## src/rtl/control_unit.sv

```systemverilog
// control_unit: hardwired T-step sequencer for the mini-CPU datapath.
// Strobes, op and Run are registered from the next state, so each step's strobes are valid for that whole cycle.
`default_nettype none

module control_unit (
    input  logic        Clock,
    input  logic        clear,
    input  logic [31:0] ir,
    input  logic        branchCompare,
    output logic        PCout,
    output logic        PCin,
    output logic        IncPC,
    output logic        MARin,
    output logic        Read,
    output logic        Write,
    output logic        MDRin,
    output logic        MDRout,
    output logic        IRin,
    output logic        Yin,
    output logic        ZHighin,
    output logic        Zlowin,
    output logic        Zhighout,
    output logic        Zlowout,
    output logic        HIin,
    output logic        LOin,
    output logic        HIOut,
    output logic        LOout,
    output logic        Gra,
    output logic        Grb,
    output logic        Grc,
    output logic        Rin,
    output logic        Rout,
    output logic        BAOut,
    output logic        Cout,
    output logic        CONin,
    output logic        InPortout,
    output logic        OutPortin,
    output logic [4:0]  op,
    output logic        Run
);

    typedef enum logic [3:0] {
        S_RST, S_T0, S_T1, S_T2, S_T3, S_T4, S_T5, S_T6, S_T7, S_HALT
    } state_t;

    typedef struct packed {
        logic pc_out, pc_in, inc_pc, mar_in, read, write, mdr_in, mdr_out, ir_in;
        logic y_in, zhigh_in, zlow_in, zhigh_out, zlow_out, hi_in, lo_in, hi_out, lo_out;
        logic gra, grb, grc, r_in, r_out, ba_out, c_out, con_in, inport_out, outport_in;
    } strobes_t;

    localparam logic [4:0] OPC_LD   = 5'b00000;
    localparam logic [4:0] OPC_LDI  = 5'b00001;
    localparam logic [4:0] OPC_ST   = 5'b00010;
    localparam logic [4:0] OPC_ADD  = 5'b00011;
    localparam logic [4:0] OPC_AND  = 5'b00101;
    localparam logic [4:0] OPC_OR   = 5'b00110;
    localparam logic [4:0] OPC_ADDI = 5'b01011;
    localparam logic [4:0] OPC_ANDI = 5'b01100;
    localparam logic [4:0] OPC_ORI  = 5'b01101;
    localparam logic [4:0] OPC_MUL  = 5'b01110;
    localparam logic [4:0] OPC_DIV  = 5'b01111;
    localparam logic [4:0] OPC_BR   = 5'b10010;
    localparam logic [4:0] OPC_IN   = 5'b10101;
    localparam logic [4:0] OPC_OUT  = 5'b10110;
    localparam logic [4:0] OPC_MFHI = 5'b10111;
    localparam logic [4:0] OPC_MFLO = 5'b11000;
    localparam logic [4:0] OPC_HALT = 5'b11010;

    state_t     state_q, state_d;
    logic [4:0] opcode_q, opcode_d;
    strobes_t   strobes_q, strobes_d;
    logic [4:0] op_q, op_d;
    logic       run_q, run_d;

    logic       is_reg, is_imm, is_ldi, is_mem, is_muldiv, is_br;
    logic [4:0] imm_op;
    logic       unused_ir_bits;

    assign unused_ir_bits = ^ir[26:0];

    // Instruction class decode; opcode_d already carries ir's opcode on the edge into T3.
    assign is_reg    = (opcode_d >= 5'b00011) && (opcode_d <= 5'b01010);
    assign is_imm    = (opcode_d == OPC_ADDI) || (opcode_d == OPC_ANDI) || (opcode_d == OPC_ORI);
    assign is_ldi    = (opcode_d == OPC_LDI);
    assign is_mem    = (opcode_d == OPC_LD) || (opcode_d == OPC_ST);
    assign is_muldiv = (opcode_d == OPC_MUL) || (opcode_d == OPC_DIV);
    assign is_br     = (opcode_d == OPC_BR);
    assign imm_op    = (opcode_d == OPC_ADDI) ? OPC_ADD :
                       (opcode_d == OPC_ANDI) ? OPC_AND : OPC_OR;

    always_comb begin
        state_d  = state_q;
        opcode_d = opcode_q;
        case (state_q)
            S_RST: state_d = S_T0;
            S_T0:  state_d = S_T1;
            S_T1:  state_d = S_T2;
            S_T2: begin
                state_d  = S_T3;
                opcode_d = ir[31:27];
            end
            S_T3: begin
                if (opcode_q == OPC_HALT)
                    state_d = S_HALT;
                else if (is_reg || is_imm || is_ldi || is_mem || is_muldiv || is_br)
                    state_d = S_T4;
                else
                    state_d = S_T0;
            end
            S_T4:   state_d = S_T5;
            S_T5:   state_d = (is_mem || is_muldiv || is_br) ? S_T6 : S_T0;
            S_T6:   state_d = is_mem ? S_T7 : S_T0;
            S_T7:   state_d = S_T0;
            S_HALT: state_d = S_HALT;
            default: state_d = S_RST;
        endcase
    end

    always_comb begin
        strobes_d = '0;
        op_d      = 5'b00000;
        run_d     = (state_d != S_HALT);
        case (state_d)
            S_T0: begin
                strobes_d.pc_out   = 1'b1;
                strobes_d.mar_in   = 1'b1;
                strobes_d.inc_pc   = 1'b1;
                strobes_d.zhigh_in = 1'b1;
                strobes_d.zlow_in  = 1'b1;
            end
            S_T1: begin
                strobes_d.zlow_out = 1'b1;
                strobes_d.pc_in    = 1'b1;
                strobes_d.read     = 1'b1;
                strobes_d.mdr_in   = 1'b1;
            end
            S_T2: begin
                strobes_d.mdr_out = 1'b1;
                strobes_d.ir_in   = 1'b1;
            end
            S_T3: begin
                if (is_reg || is_imm) begin
                    strobes_d.grb = 1'b1; strobes_d.r_out = 1'b1; strobes_d.y_in = 1'b1;
                end else if (is_ldi || is_mem) begin
                    strobes_d.grb = 1'b1; strobes_d.ba_out = 1'b1; strobes_d.y_in = 1'b1;
                end else if (is_muldiv) begin
                    strobes_d.gra = 1'b1; strobes_d.r_out = 1'b1; strobes_d.y_in = 1'b1;
                end else if (is_br) begin
                    strobes_d.gra = 1'b1; strobes_d.r_out = 1'b1; strobes_d.con_in = 1'b1;
                end else if (opcode_d == OPC_MFHI) begin
                    strobes_d.hi_out = 1'b1; strobes_d.gra = 1'b1; strobes_d.r_in = 1'b1;
                end else if (opcode_d == OPC_MFLO) begin
                    strobes_d.lo_out = 1'b1; strobes_d.gra = 1'b1; strobes_d.r_in = 1'b1;
                end else if (opcode_d == OPC_IN) begin
                    strobes_d.inport_out = 1'b1; strobes_d.gra = 1'b1; strobes_d.r_in = 1'b1;
                end else if (opcode_d == OPC_OUT) begin
                    strobes_d.gra = 1'b1; strobes_d.r_out = 1'b1; strobes_d.outport_in = 1'b1;
                end
            end
            S_T4: begin
                if (is_br) begin
                    strobes_d.pc_out = 1'b1; strobes_d.y_in = 1'b1;
                end else begin
                    strobes_d.zhigh_in = 1'b1;
                    strobes_d.zlow_in  = 1'b1;
                    if (is_reg) begin
                        strobes_d.grc = 1'b1; strobes_d.r_out = 1'b1; op_d = opcode_d;
                    end else if (is_imm) begin
                        strobes_d.c_out = 1'b1; op_d = imm_op;
                    end else if (is_muldiv) begin
                        strobes_d.grb = 1'b1; strobes_d.r_out = 1'b1; op_d = opcode_d;
                    end else begin
                        strobes_d.c_out = 1'b1; op_d = OPC_ADD;
                    end
                end
            end
            S_T5: begin
                if (is_br) begin
                    strobes_d.c_out = 1'b1; strobes_d.zhigh_in = 1'b1;
                    strobes_d.zlow_in = 1'b1; op_d = OPC_ADD;
                end else begin
                    strobes_d.zlow_out = 1'b1;
                    if (is_mem)         strobes_d.mar_in = 1'b1;
                    else if (is_muldiv) strobes_d.lo_in  = 1'b1;
                    else begin
                        strobes_d.gra = 1'b1; strobes_d.r_in = 1'b1;
                    end
                end
            end
            S_T6: begin
                if (opcode_d == OPC_LD) begin
                    strobes_d.read = 1'b1; strobes_d.mdr_in = 1'b1;
                end else if (opcode_d == OPC_ST) begin
                    strobes_d.gra = 1'b1; strobes_d.r_out = 1'b1; strobes_d.mdr_in = 1'b1;
                end else if (is_muldiv) begin
                    strobes_d.zhigh_out = 1'b1; strobes_d.hi_in = 1'b1;
                end else if (is_br && branchCompare) begin
                    // CON result is taken on the edge that enters T6.
                    strobes_d.zlow_out = 1'b1; strobes_d.pc_in = 1'b1;
                end
            end
            S_T7: begin
                if (opcode_d == OPC_LD) begin
                    strobes_d.mdr_out = 1'b1; strobes_d.gra = 1'b1; strobes_d.r_in = 1'b1;
                end else begin
                    strobes_d.write = 1'b1;
                end
            end
            default: ;
        endcase
    end

    always_ff @(posedge Clock or negedge clear) begin
        if (!clear) begin
            state_q   <= S_RST;
            opcode_q  <= 5'b00000;
            strobes_q <= '0;
            op_q      <= 5'b00000;
            run_q     <= 1'b1;
        end else begin
            state_q   <= state_d;
            opcode_q  <= opcode_d;
            strobes_q <= strobes_d;
            op_q      <= op_d;
            run_q     <= run_d;
        end
    end

    assign {PCout, PCin, IncPC, MARin, Read, Write, MDRin, MDRout, IRin,
            Yin, ZHighin, Zlowin, Zhighout, Zlowout, HIin, LOin, HIOut, LOout,
            Gra, Grb, Grc, Rin, Rout, BAOut, Cout, CONin, InPortout, OutPortin} = strobes_q;
    assign op  = op_q;
    assign Run = run_q;

endmodule

`default_nettype wire
```

## config.mk

```make
export PLATFORM = sky130hd
export DESIGN_NAME = control_unit
export DESIGN_NICKNAME = d
export VERILOG_FILES = /design/src/rtl/control_unit.sv
export SDC_FILE = /design/constraint.sdc
export NUM_CORES = 1
export LEC_CHECK = 0
export ABC_CLOCK_PERIOD_IN_PS = 1800
export BUFFER_PORTS_ARGS = -buffer_cell sky130_fd_sc_hd__buf_2
export CAP_MARGIN = 30
export CORE_AREA = 2 2 74 93
export DETAILED_ROUTE_END_ITERATION = 7
export DIE_AREA = 0 0 76 95
export GPL_ROUTABILITY_DRIVEN = 0
export GPL_TIMING_DRIVEN = 0
export PLACE_DENSITY_LB_ADDON = 0.3
export SLEW_MARGIN = 20
export SYNTH_ARGS = -nofsm -noshare
export SYNTH_HDL_FRONTEND = slang
export SYNTH_SLANG_ARGS = --single-unit
```

## constraint.sdc

```tcl
create_clock -name Clock -period 1.8 [get_ports Clock]
set_input_delay 0.18 -clock Clock [delete_from_list [all_inputs] [get_ports Clock]]
set_output_delay 0.18 -clock Clock [all_outputs]
set_load 0.03 [all_outputs]
```

* After elaboration in Yosys (flattened, before gate mapping) *
Cells that the tools add are included.

storage, ports and cells
  register bits after elaboration = 43
  bits in latches = 0
  bits in writable memories = 0
  ROM bits = 0
  output and inout bits = 34
  logic and storage cells = 189
  memories = 0

cells by class
  $add $sub $neg = 0
  $mul = 0
  divide/modulo/power cells = 0
  magnitude comparators = 2
  equal/unequal tests = 31
  shift operators = 0
  muxes and demuxes = 107
  bitwise operators = 0
  reductions and logical operators = 17

operator list
  cell                count
  $mux 1              61
  $pmux 4 s9          1
  $mux 3              11
  $eq 4x3->1 const B  8
  $eq 5x5->1 const B  6
  $eq 5x4->1 const B  5
  $mux 5              5
  $mux 2              12
  $pmux 1 s2          9
  $eq 4x2->1 const B  4
  $eq 4x4->1 const B  3
  $logic_or 1x1->1    12
  $pmux 5 s2          1
  $pmux 1 s3          3
  $eq 4x1->1 const B  2
  $mux 4              2
  $pmux 2 s3          1
  $eq 5x1->1 const B  1
  $eq 5x2->1 const B  1
  $ge 5x2->1 const B  1
  $le 5x4->1 const B  1
  $logic_not 5->1     1
  $logic_not 4->1     1
  $ne 4x4->1 const B  1
  3 further kinds     4

* Depth between registers and ports, before layout *
Gate-level depths: netlist (run 1).

  depth in word-level cells = 15
  gate-level depth with buffers = 8
  depth with buffers taken out = 6

* Least setup slack after synthesis (run 1) *
OpenSTA, ideal clock, no wires.

  kind = flip-flop to flip-flop
  start = register state_q[3]
  end = register strobes_q (netlist bit Rin)
  setup time = 0.078 ns
  arrival time = 1.881 ns
  slack = -0.159 ns
  cell stages (with the launch flop) = 8
  period minus slack after synthesis = 1.959 ns
  cell sequence = dfrtp_1 buf_6 and4bb_4 mux2i_4 inv_2 or4_4 o41ai_2 o21bai_1

RTL lines
  item                    line  text
  from (decl)             70    state_t state_q, state_d;
  from (signal assigned)  222   state_q <= state_d;
  to (signal assigned)    224   strobes_q <= strobes_d;
  to (decl)               72    strobes_t strobes_q, strobes_d;

==> results of run 1 <==
==> power by group through the flow <==
stage	sequential [mW]	clock (mW)	combinational (mW)
CTS	1.33	0.798	2.91
detailed placement	1.32	0	2.38
global placement	1.32	0	2.37
floorplan	1.65	0	1.48
finish	1.34	0.776	3.20
global route	1.37	0.840	3.42
==> cell usage in the layout (no fill, tap or decap), types with 4 or more instances in the layout <==
master                     count
sky130_fd_sc_hd__a21o_1        4
sky130_fd_sc_hd__a21oi_1       7
sky130_fd_sc_hd__a31oi_1       6
sky130_fd_sc_hd__buf_2        43
sky130_fd_sc_hd__buf_4        25
sky130_fd_sc_hd__buf_6         6
sky130_fd_sc_hd__clkbuf_1      5
sky130_fd_sc_hd__clkbuf_8      6
sky130_fd_sc_hd__dfrtp_1      38
sky130_fd_sc_hd__inv_1         4
sky130_fd_sc_hd__mux2i_4       5
sky130_fd_sc_hd__nand2_1      14
sky130_fd_sc_hd__nand2b_1      7
sky130_fd_sc_hd__nand3_1       7
sky130_fd_sc_hd__nor2_1       12
sky130_fd_sc_hd__nor3_1        7
==> cell families after synthesis <==
kind of cell	synth area share
AND/OR/NAND/NOR	0.2216
AO/OA/AOI/OAI	0.1773
flip-flops	0.4787
buffers and inverters	0.06471
multiplexers	0.04373
XOR/XNOR	0.01225
other	0.001748
==> cell usage after synthesis, types with 2 or more instances <==
master and count:
sky130_fd_sc_hd__mux2i_4 2, sky130_fd_sc_hd__o211ai_1 3, sky130_fd_sc_hd__nand2_1 15, sky130_fd_sc_hd__a31oi_1 6, sky130_fd_sc_hd__a211oi_1 2, sky130_fd_sc_hd__o31ai_1 2, sky130_fd_sc_hd__xnor2_1 2, sky130_fd_sc_hd__nor2b_1 3
sky130_fd_sc_hd__clkbuf_1 9, sky130_fd_sc_hd__a2bb2oi_1 2, sky130_fd_sc_hd__dfrtp_1 40, sky130_fd_sc_hd__nor2_1 14, sky130_fd_sc_hd__a211o_1 2, sky130_fd_sc_hd__nor3_1 10, sky130_fd_sc_hd__or2_2 3, sky130_fd_sc_hd__a21oi_1 9
sky130_fd_sc_hd__inv_1 5, sky130_fd_sc_hd__a41oi_1 2, sky130_fd_sc_hd__mux2i_2 2, sky130_fd_sc_hd__buf_6 4, sky130_fd_sc_hd__buf_4 2, sky130_fd_sc_hd__and3b_1 2, sky130_fd_sc_hd__o21ai_0 5, sky130_fd_sc_hd__nand2b_1 9
sky130_fd_sc_hd__nand3_1 7, sky130_fd_sc_hd__nor4_1 4, sky130_fd_sc_hd__a21boi_0 2, sky130_fd_sc_hd__nand3b_1 3, sky130_fd_sc_hd__or3_1 3, sky130_fd_sc_hd__buf_2 3, sky130_fd_sc_hd__a21o_1 4
==> through the flow <==
step                      std cells  cell area [um^2]
after global routing            370              3012
after CTS                       361              2868
after floorplan                 210              2156
final                           370              3012
after detailed placement        336              2460
after global placement          336              2460
==> how the worst max path moves through the flow <==
| stage | startpoint | endpoint | slack, ns | cells past startpoint |
|---|---|---|---|---|
| global placement | state_q[3] | Rin | -0.43 | 7 |
| global route | state_q[3] | Gra | -0.31 | 7 |
| finish | state_q[3] | Gra | -0.27 | 7 |
| CTS | state_q[3] | Gra | -0.28 | 7 |
| detailed placement | state_q[3] | Gra | -0.41 | 7 |
| floorplan | state_q[3] | Rin | -0.16 | 7 |
==> worst max-delay path: cells and delay by family (launching register included) <==
| family | cells | cell delay [ns] |
|---|---|---|
| and+or+nand+nor | 3 | 1.06 |
| DFF | 1 | 0.40 |
| muxes | 1 | 0.26 |
| buffers and inverters | 2 | 0.20 |
| AOI/OAI and AO/OA | 1 | 0.08 |
==> what timing repair did <==
action / CTS / global route
hold buffers: 0 / 1
setup endpoints to repair: 19 / 24
gates resized for setup: 30 / 20
pin swaps: 11 / 6
setup buffers: 19 / 7
endpoints found under the hold margin: 0 / 9
==> final cells by class <==
type / count / area share
Multi-Input combinational cell: 143 / 0.3922
Sequential cell: 41 / 0.3419
Timing Repair Buffer: 67 / 0.1433
Buffer: 17 / 0.03739
Tap cell: 87 / 0.03614
Clock buffer: 6 / 0.02742
Clock inverter: 2 / 0.01246
Inverter: 7 / 0.009140
==> layer usage <==
metal	global-route usage	part of all wire	up-vias
li1	-	-	895
met1	0.1849	0.39	905
met3	0.03155	0.037	14
met4	0.07576	0.028	0
met2	0.3013	0.55	62
met5	0	0	-
==> impl_metrics.json, run 1 <==
{
  "initial_antenna_violation_count": 0,
  "critical_path.slowest_cell": "sky130_fd_sc_hd__or4_4",
  "power.share.sequential": 0.252,
  "clock_tree.htree_level_count": 2,
  "detail_route.wirelength_mm": 5.668,
  "cts.reportedPaths.clkPinSlew_ns": 0.08,
  "status": "complete, but fails checks",
  "p_int_mw": 3.000,
  "violated_checks": "negative setup slack",
  "hpwl_mm": 3.766,
  "end_kind": "register",
  "post_route_cells_drive_above_1_share": 0.4700,
  "tightest_slew_ns": 0.6261,
  "ir_worst_vdd_v": 0.0005347,
  "reg2regPathDepth": 7,
  "place.port_buffers": 39,
  "critical_path.startpoint_type": "register",
  "final_net_count": 317,
  "grt_start_max_net_pins": 42,
  "tritoncts.num_buffers": 5,
  "worstPathMaxFanout": 4,
  "multi_input_area_um2": 1181,
  "rsz0062_at_grt": "yes",
  "synth.distinct_cells": 60,
  "timing.setup.tns_ns": -1.771,
  "synth.ff_latch_count": 41,
  "insertedDiodeCount": 0,
  "placement_rows": 33,
  "vias": 1876,
  "async_flop_share": 1.000,
  "r2r_end": "Gra",
  "drc_errors": 0,
  "pre_cts_slack_ns": -0.4120,
  "timing.max_slew.rel_slack": 0.5826,
  "timing.clock.skew_ns": 0.01213,
  "clock_path_buffers": 2,
  "hold_path.class": "input pin to register",
  "postSynth.topFlopCell": "sky130_fd_sc_hd__dfrtp_1",
  "final_setup_violation_count": 12,
  "p_switching_mw": 2.319,
  "mappedNetlistNets": 245,
  "synth_edf_count": 0,
  "routed_via_count_divided_by_cell_count": 5.070,
  "leakagePower_nw": 1.392,
  "grt_overflow": 0,
  "timing.critical_path.cells": "buf_6, and4bb_4, mux2i_4, inv_2, or4_4, o41ai_2, nand3b_1",
  "critPathMaxStageDelay_ns": 0.53,
  "yosysSeqAreaShare": 0.4787,
  "swShare": 0.4360,
  "critPathArrivalTime_ns": 2.29,
  "yosys.area.top_type_share": 0.4665,
  "fin_hold_ws_ns": 0.1490,
  "synth.yosys.warnings": 0,
  "clock_power_share": 0.146,
  "core_area_um2": 6400,
  "design.die.area_um2": 7220,
  "gr-usage-all-layers": 0.1639,
  "nFillCells": 599,
  "die_width_um": 76,
  "boundaryPins": 69,
  "power.density_nw_per_um2": 1766,
  "hold_start": "branchCompare",
  "grt_first_pass_wirelength_mm": 9.183,
  "min_delay_worst_endpoint": "Zlowout",
  "rrSetupSlack_ns": -0.27,
  "maxSlewViolCount": 0,
  "final.period_utilization": 1.150,
  "cts_tree": "built",
  "hold_depth": 3,
  "crit_type": "register to register",
  "final_core_utilization": 0.4706,
  "reg2reg_launch_point": "state_q[3]",
  "first_pass_iters": 4,
  "max_freq_ghz": 0.4832,
  "final_critical_path_setup_slack_ns": -0.2695,
  "clock_insertion_delay_worst_skew_ns": 0.30,
  "final-seq-area_um2": 1030,
  "synthesis.instances": 210,
  "fin_crit_ns": 2.069,
  "start_util": 0.3353,
  "hold_viol_final": 0,
  "combinational_power_share": 0.602,
  "postSynthAreaPerCell_um2": 10.22,
  "critical_path_required_ns": 2.02,
  "timing.max_cap.violations": 0,
  "detail_route.wl_per_cell_um": 15.32,
  "total_power_consumption_of_the_routed_design_mw": 5.319,
  "first_iter_violations": 205,
  "clock_tree.root_cell": "sky130_fd_sc_hd__clkbuf_8",
  "die_h_um": 95,
  "cts.sink_count": 41,
  "final_antenna_net_count": 0,
  "area_delta_synth_final_pct": 40.35,
  "netlist_area_um2": 2146,
  "post_synth_main_area_contributors": "sky130_fd_sc_hd__dfrtp_1, sky130_fd_sc_hd__nand2_1, sky130_fd_sc_hd__nand2b_1, sky130_fd_sc_hd__nor2_1, sky130_fd_sc_hd__nor3_1",
  "post-synth-top-area-cell": "sky130_fd_sc_hd__dfrtp_1",
  "via_count_of_the_first_global_routing_pass": 1864
}
Power figures use the tool's default switching activity.
==> run 2: changes to the inputs <==
--- a/config.mk
+++ b/config.mk
@@ -5,9 +5,8 @@
 export SDC_FILE = /design/constraint.sdc
 export NUM_CORES = 1
 export LEC_CHECK = 0
-export ABC_CLOCK_PERIOD_IN_PS = 1800
+export ABC_CLOCK_PERIOD_IN_PS = 2700
 export BUFFER_PORTS_ARGS = -buffer_cell sky130_fd_sc_hd__buf_2
-export CAP_MARGIN = 30
 export CORE_AREA = 2 2 74 93
 export DETAILED_ROUTE_END_ITERATION = 7
 export DIE_AREA = 0 0 76 95
==> constraint.sdc (replaced) <==
create_clock -name Clock -period 2.7 [get_ports Clock]
set_input_delay 0.27 -clock Clock [delete_from_list [all_inputs] [get_ports Clock]]
set_output_delay 0.27 -clock Clock [all_outputs]
set_load 0.03 [all_outputs]
==> impl_metrics.json, run 2 (synthesized netlist as in run 1, its figures left out) <==
{
  "timing.setup.tns_ns": 0,
  "leakagePower_nw": 1.202,
  "die_h_um": 95,
  "drc_errors": 0,
  "crit_type": "register to register",
  "start_util": 0.3353,
  "final_cell_mix": "sky130_fd_sc_hd__buf_2, sky130_fd_sc_hd__dfrtp_1, sky130_fd_sc_hd__nand2_1",
  "die_width_um": 76,
  "routed-wl-met3_um": 201,
  "post-cts-setup-buffer-count": 0,
  "clock_insertion_delay_worst_skew_ns": 0.30,
  "cp-endpoint": "Gra",
  "cts_repair_resize_count": 0,
  "vias": 1772,
  "post_route_cells_drive_above_1_share": 0.2879,
  "end_kind": "register",
  "critical_path_required_ns": 2.93,
  "final_common_cell": "sky130_fd_sc_hd__buf_2",
  "clock_tree.htree_level_count": 2,
  "final.period_utilization": 0.8385,
  "area_delta_synth_final_pct": 19.77,
  "clock_tree.root_cell": "sky130_fd_sc_hd__clkbuf_8",
  "grt_first_pass_wirelength_mm": 8.473,
  "hold_path.class": "input pin to async pin",
  "timing.clock.skew_ns": 0.01325,
  "max_freq_ghz": 0.4417,
  "detail_route.wirelength_mm": 5.118,
  "final_setup_violation_count": 0,
  "timing.max_slew.rel_slack": 0.4104,
  "reg2regPathDepth": 7,
  "cts.hold.buffers_added": 0,
  "detail_route.wirelength.met1_mm": 2.062,
  "cts.reportedPaths.clkPinSlew_ns": 0.09,
  "insertedDiodeCount": 0,
  "maxSlewViolCount": 0,
  "placement_rows": 33,
  "final_net_count": 291,
  "first_iter_violations": 117,
  "gr-usage-all-layers": 0.1500,
  "wl_met2_mm": 2.686,
  "reg2reg_launch_point": "state_q[3]",
  "hold_viol_final": 0,
  "tritoncts.num_buffers": 5,
  "initial_antenna_violation_count": 0,
  "rsz0062_at_grt": "no",
  "pre_cts_slack_ns": 0.4758,
  "grt_overflow": 0,
  "r2r_end": "Gra",
  "grt_start_max_net_pins": 42,
  "rrSetupSlack_ns": 0.44,
  "detail_route.wl_per_cell_um": 14.88,
  "via_count_of_the_first_global_routing_pass": 1733,
  "first_pass_iters": 4,
  "final_antenna_net_count": 0,
  "hpwl_mm": 3.690,
  "tightest_slew_ns": 0.8844,
  "timing.max_cap.violations": 0,
  "worstPathMaxFanout": 10,
  "design.die.area_um2": 7220,
  "cts_tree": "built",
  "routed_via_count_divided_by_cell_count": 5.151,
  "cts.sink_count": 41,
  "clock_path_buffers": 2,
  "critPathArrivalTime_ns": 2.49,
  "critical_path.startpoint_type": "register",
  "fin_crit_ns": 2.264,
  "startpoint": "state_q[3]",
  "core_area_um2": 6400,
  "power.density_nw_per_um2": 1152,
  "status": "finished, final reports clean",
  "ir_worst_vdd_v": 0.0003647,
  "place.port_buffers": 39,
  "boundaryPins": 69,
  "highest-signal-layer": "met4",
  "final_critical_path_setup_slack_ns": 0.4361
}
[run 2: cell types whose count changed in the layout (fill, tap and decap cells not counted), moves of 3 or more]
| cell | change |
|---|---|
| sky130_fd_sc_hd__buf_4 | -23 |
| sky130_fd_sc_hd__clkbuf_1 | +4 |
| sky130_fd_sc_hd__mux2i_4 | -3 |
| sky130_fd_sc_hd__nor3_1 | +3 |
| sky130_fd_sc_hd__nor4_1 | +3 |
[run 2: stage by stage]
step / utilization / hold slack, ns / instance area (um^2) / std cells / total power, mW
floorplan: - / -0.02559 / 2146 / 210 / 2.067
global placement: 0.3828 / 0.4595 / 2450 / 336 / 2.438
detailed placement: 0.3828 / 0.4733 / 2450 / 336 / 2.443
CTS: 0.4016 / 0.1383 / 2570 / 344 / 2.974
global route: 0.4016 / 0.1852 / 2570 / 344 / 3.150
finish: 0.4016 / 0.08690 / 2570 / 344 / 2.960
[run 2: worst max-delay path, stage by stage, from the launching register on]
cell                       delay [ns]
sky130_fd_sc_hd__dfrtp_1         0.41
sky130_fd_sc_hd__buf_6           0.15
sky130_fd_sc_hd__and4bb_4        0.35
sky130_fd_sc_hd__mux2i_4         0.35
sky130_fd_sc_hd__inv_2           0.11
sky130_fd_sc_hd__or4_4           0.55
sky130_fd_sc_hd__o41ai_2         0.08
sky130_fd_sc_hd__nand3b_1        0.20
[run 2: layout make-up]
class / count / area (um^2)
multi-input combinational: 143 / 979.7
buffer: 19 / 112.6
timing repair buffer: 39 / 195.2
tap: 87 / 108.9
inverter: 7 / 26.28
clock inverter: 2 / 37.54
sequential: 41 / 1027
fill: 644 / 3830
clock buffer: 6 / 82.58
[run 2: routing by layer]
metal / vias to the layer above / global-route usage
met2: 49 / 0.2664
met3: 14 / 0.03250
met5: - / 0
met1: 861 / 0.1697
li1: 848 / -
met4: 0 / 0.08182
[run 2: worst min path at each step]
stage,from,depth (start not counted),end,slack (ns)
after floorplan,clear,0,BAOut,-0.03
after global placement,clear,1,MDRout,0.46
after detailed placement,clear,1,MDRout,0.47
after CTS,clear,1,CONin,0.14
after global routing,clear,1,CONin,0.19
final,clear,1,CONin,0.09
[run 2: where the power goes]
part / internal (mW) / switching (mW) / leakage, nW / total, mW
clock: 0.301 / 0.220 / 0.0574 / 0.520
sequential: 0.787 / 0.0819 / 0.537 / 0.869
combinational: 0.560 / 1.01 / 0.607 / 1.57
==> run 3: changes to the inputs <==
--- a/config.mk
+++ b/config.mk
@@ -5,7 +5,7 @@
 export SDC_FILE = /design/constraint.sdc
 export NUM_CORES = 1
 export LEC_CHECK = 0
-export ABC_CLOCK_PERIOD_IN_PS = 2700
+export ABC_CLOCK_PERIOD_IN_PS = 2200
 export BUFFER_PORTS_ARGS = -buffer_cell sky130_fd_sc_hd__buf_2
 export CORE_AREA = 2 2 74 93
 export DETAILED_ROUTE_END_ITERATION = 7
==> constraint.sdc (replaced) <==
create_clock -name Clock -period 2.2 [get_ports Clock]
set_input_delay 0.22 -clock Clock [delete_from_list [all_inputs] [get_ports Clock]]
set_output_delay 0.22 -clock Clock [all_outputs]
set_load 0.03 [all_outputs]
==> impl_metrics.json, run 3 (synthesized netlist as in run 1, its figures left out) <==
{
  "timing.setup.tns_ns": 0,
  "vias": 1779,
  "final_setup_violation_count": 0,
  "via_count_of_the_first_global_routing_pass": 1739,
  "timing.clock.skew_ns": 0.01210,
  "final_cell_mix": "sky130_fd_sc_hd__buf_2, sky130_fd_sc_hd__dfrtp_1, sky130_fd_sc_hd__nor2_1, sky130_fd_sc_hd__nand2_1",
  "detail_route.wl_per_cell_um": 14.99,
  "insertedDiodeCount": 0,
  "critPathMaxStageDelay_ns": 0.54,
  "detail_route.wirelength_mm": 5.171,
  "tritoncts.num_buffers": 5,
  "die_width_um": 76,
  "worst_path_top_cell_family_by_delay": "simple AND/OR/NAND/NOR gates",
  "rrSetupSlack_ns": 0.05,
  "initial_antenna_violation_count": 0,
  "global_route.usage.met3": 0.03442,
  "fin_hold_ws_ns": 0.03770,
  "clock_tree.htree_level_count": 2,
  "grt_overflow": 0,
  "critical_path_required_ns": 2.43,
  "worstPathMaxFanout": 10,
  "max_freq_ghz": 0.4657,
  "hpwl_mm": 3.690,
  "design.die.area_um2": 7220,
  "timing.max_cap.violations": 0,
  "die_h_um": 95,
  "cts.hold.buffers_added": 0,
  "final_common_cell": "sky130_fd_sc_hd__buf_2",
  "final_antenna_net_count": 0,
  "clock_insertion_delay_worst_skew_ns": 0.30,
  "status": "finished, final reports clean",
  "clock_tree.root_cell": "sky130_fd_sc_hd__clkbuf_8",
  "gr-usage-all-layers": 0.1506,
  "maxSlewViolCount": 0,
  "area_delta_synth_final_pct": 21.81,
  "critPathBufInv": 2,
  "drc_errors": 0,
  "core_area_um2": 6400,
  "use_met2": 0.2656,
  "final.period_utilization": 0.9760,
  "cts_tree": "built",
  "crit_type": "register to register",
  "cts.reportedPaths.clkPinSlew_ns": 0.09,
  "hold_viol_final": 0,
  "critical_path.startpoint_type": "register",
  "first_pass_iters": 4,
  "timing.critical_path.cells": "buf_6, and4bb_4, mux2i_4, inv_2, or4_4, o41ai_2, nand3b_1",
  "cts.sink_count": 41,
  "boundaryPins": 69,
  "critPathArrivalTime_ns": 2.38,
  "rsz0062_at_grt": "yes",
  "post_route_cells_drive_above_1_share": 0.3140,
  "grt_first_pass_wirelength_mm": 8.507,
  "placement_rows": 33,
  "fin_crit_ns": 2.147,
  "grt_start_max_net_pins": 42,
  "critical_path.slowest_cell": "sky130_fd_sc_hd__or4_4",
  "use_met1": 0.1703,
  "ir_worst_vdd_v": 0.0004618,
  "final_core_utilization": 0.4084,
  "start_util": 0.3353,
  "clock_path_buffers": 2,
  "total_power_consumption_of_the_routed_design_mw": 3.721,
  "routed_via_count_divided_by_cell_count": 5.157,
  "place.port_buffers": 39,
  "hold_path.class": "input pin to async pin",
  "grt_busiest_layer": "met2",
  "final_net_count": 292,
  "timing.max_slew.rel_slack": 0.4083,
  "leakagePower_nw": 1.213,
  "first_iter_violations": 118,
  "tightest_slew_ns": 0.8875,
  "end_kind": "register",
  "power.density_nw_per_um2": 1424
}
run 3: routing by layer:
metal	wire length (um)	up-vias
met5	0	-
met2	2740	49
met3	212	18
met4	189	0
li1	-	852
met1	2029	860
run 3: final timing paths:
check,to,cells past startpoint,start
max in group asynchronous,MARin,1,clear
min reg2reg,IRin,2,state_q[3]
min in group Clock,Zlowout,3,branchCompare
max reg2reg,Gra,7,state_q[3]
max,Gra,7,state_q[3]
min,CONin,1,clear
run 3: area by class of cell:
| class | count | area [um^2] |
|---|---|---|
| clock buffer | 6 | 82.58 |
| tap | 87 | 108.9 |
| clock inverter | 2 | 37.54 |
| fill | 646 | 3786 |
| buffer | 18 | 108.9 |
| multi-input combinational | 143 | 1012 |
| sequential | 41 | 1027 |
| inverter | 7 | 26.28 |
| timing repair buffer | 41 | 210.2 |
run 3: what timing repair did:
| item | 4_1_cts | 5_1_grt |
|---|---|---|
| gates resized for setup | 0 | 7 |
| endpoints found under the setup margin | 2 | 10 |
| hold endpoints to repair | 0 | 0 |
| buffers inserted | 1 | 1 |
run 3: per-stage QoR:
step,std cells,setup slack (ns),instance area (um^2)
2_1_floorplan,210,0.2410,2146
3_3_place_gp,336,-0.01525,2450
3_5_place_dp,336,-0.02420,2450
4_1_cts,345,0.03982,2577
5_1_grt,345,-0.02238,2614
6_report,345,0.05287,2614
run 3: where the power goes:
part,internal [mW],switching (mW)
clock network,0.369,0.268
logic,0.743,1.28
registers,0.966,0.100
total,2.08,1.64
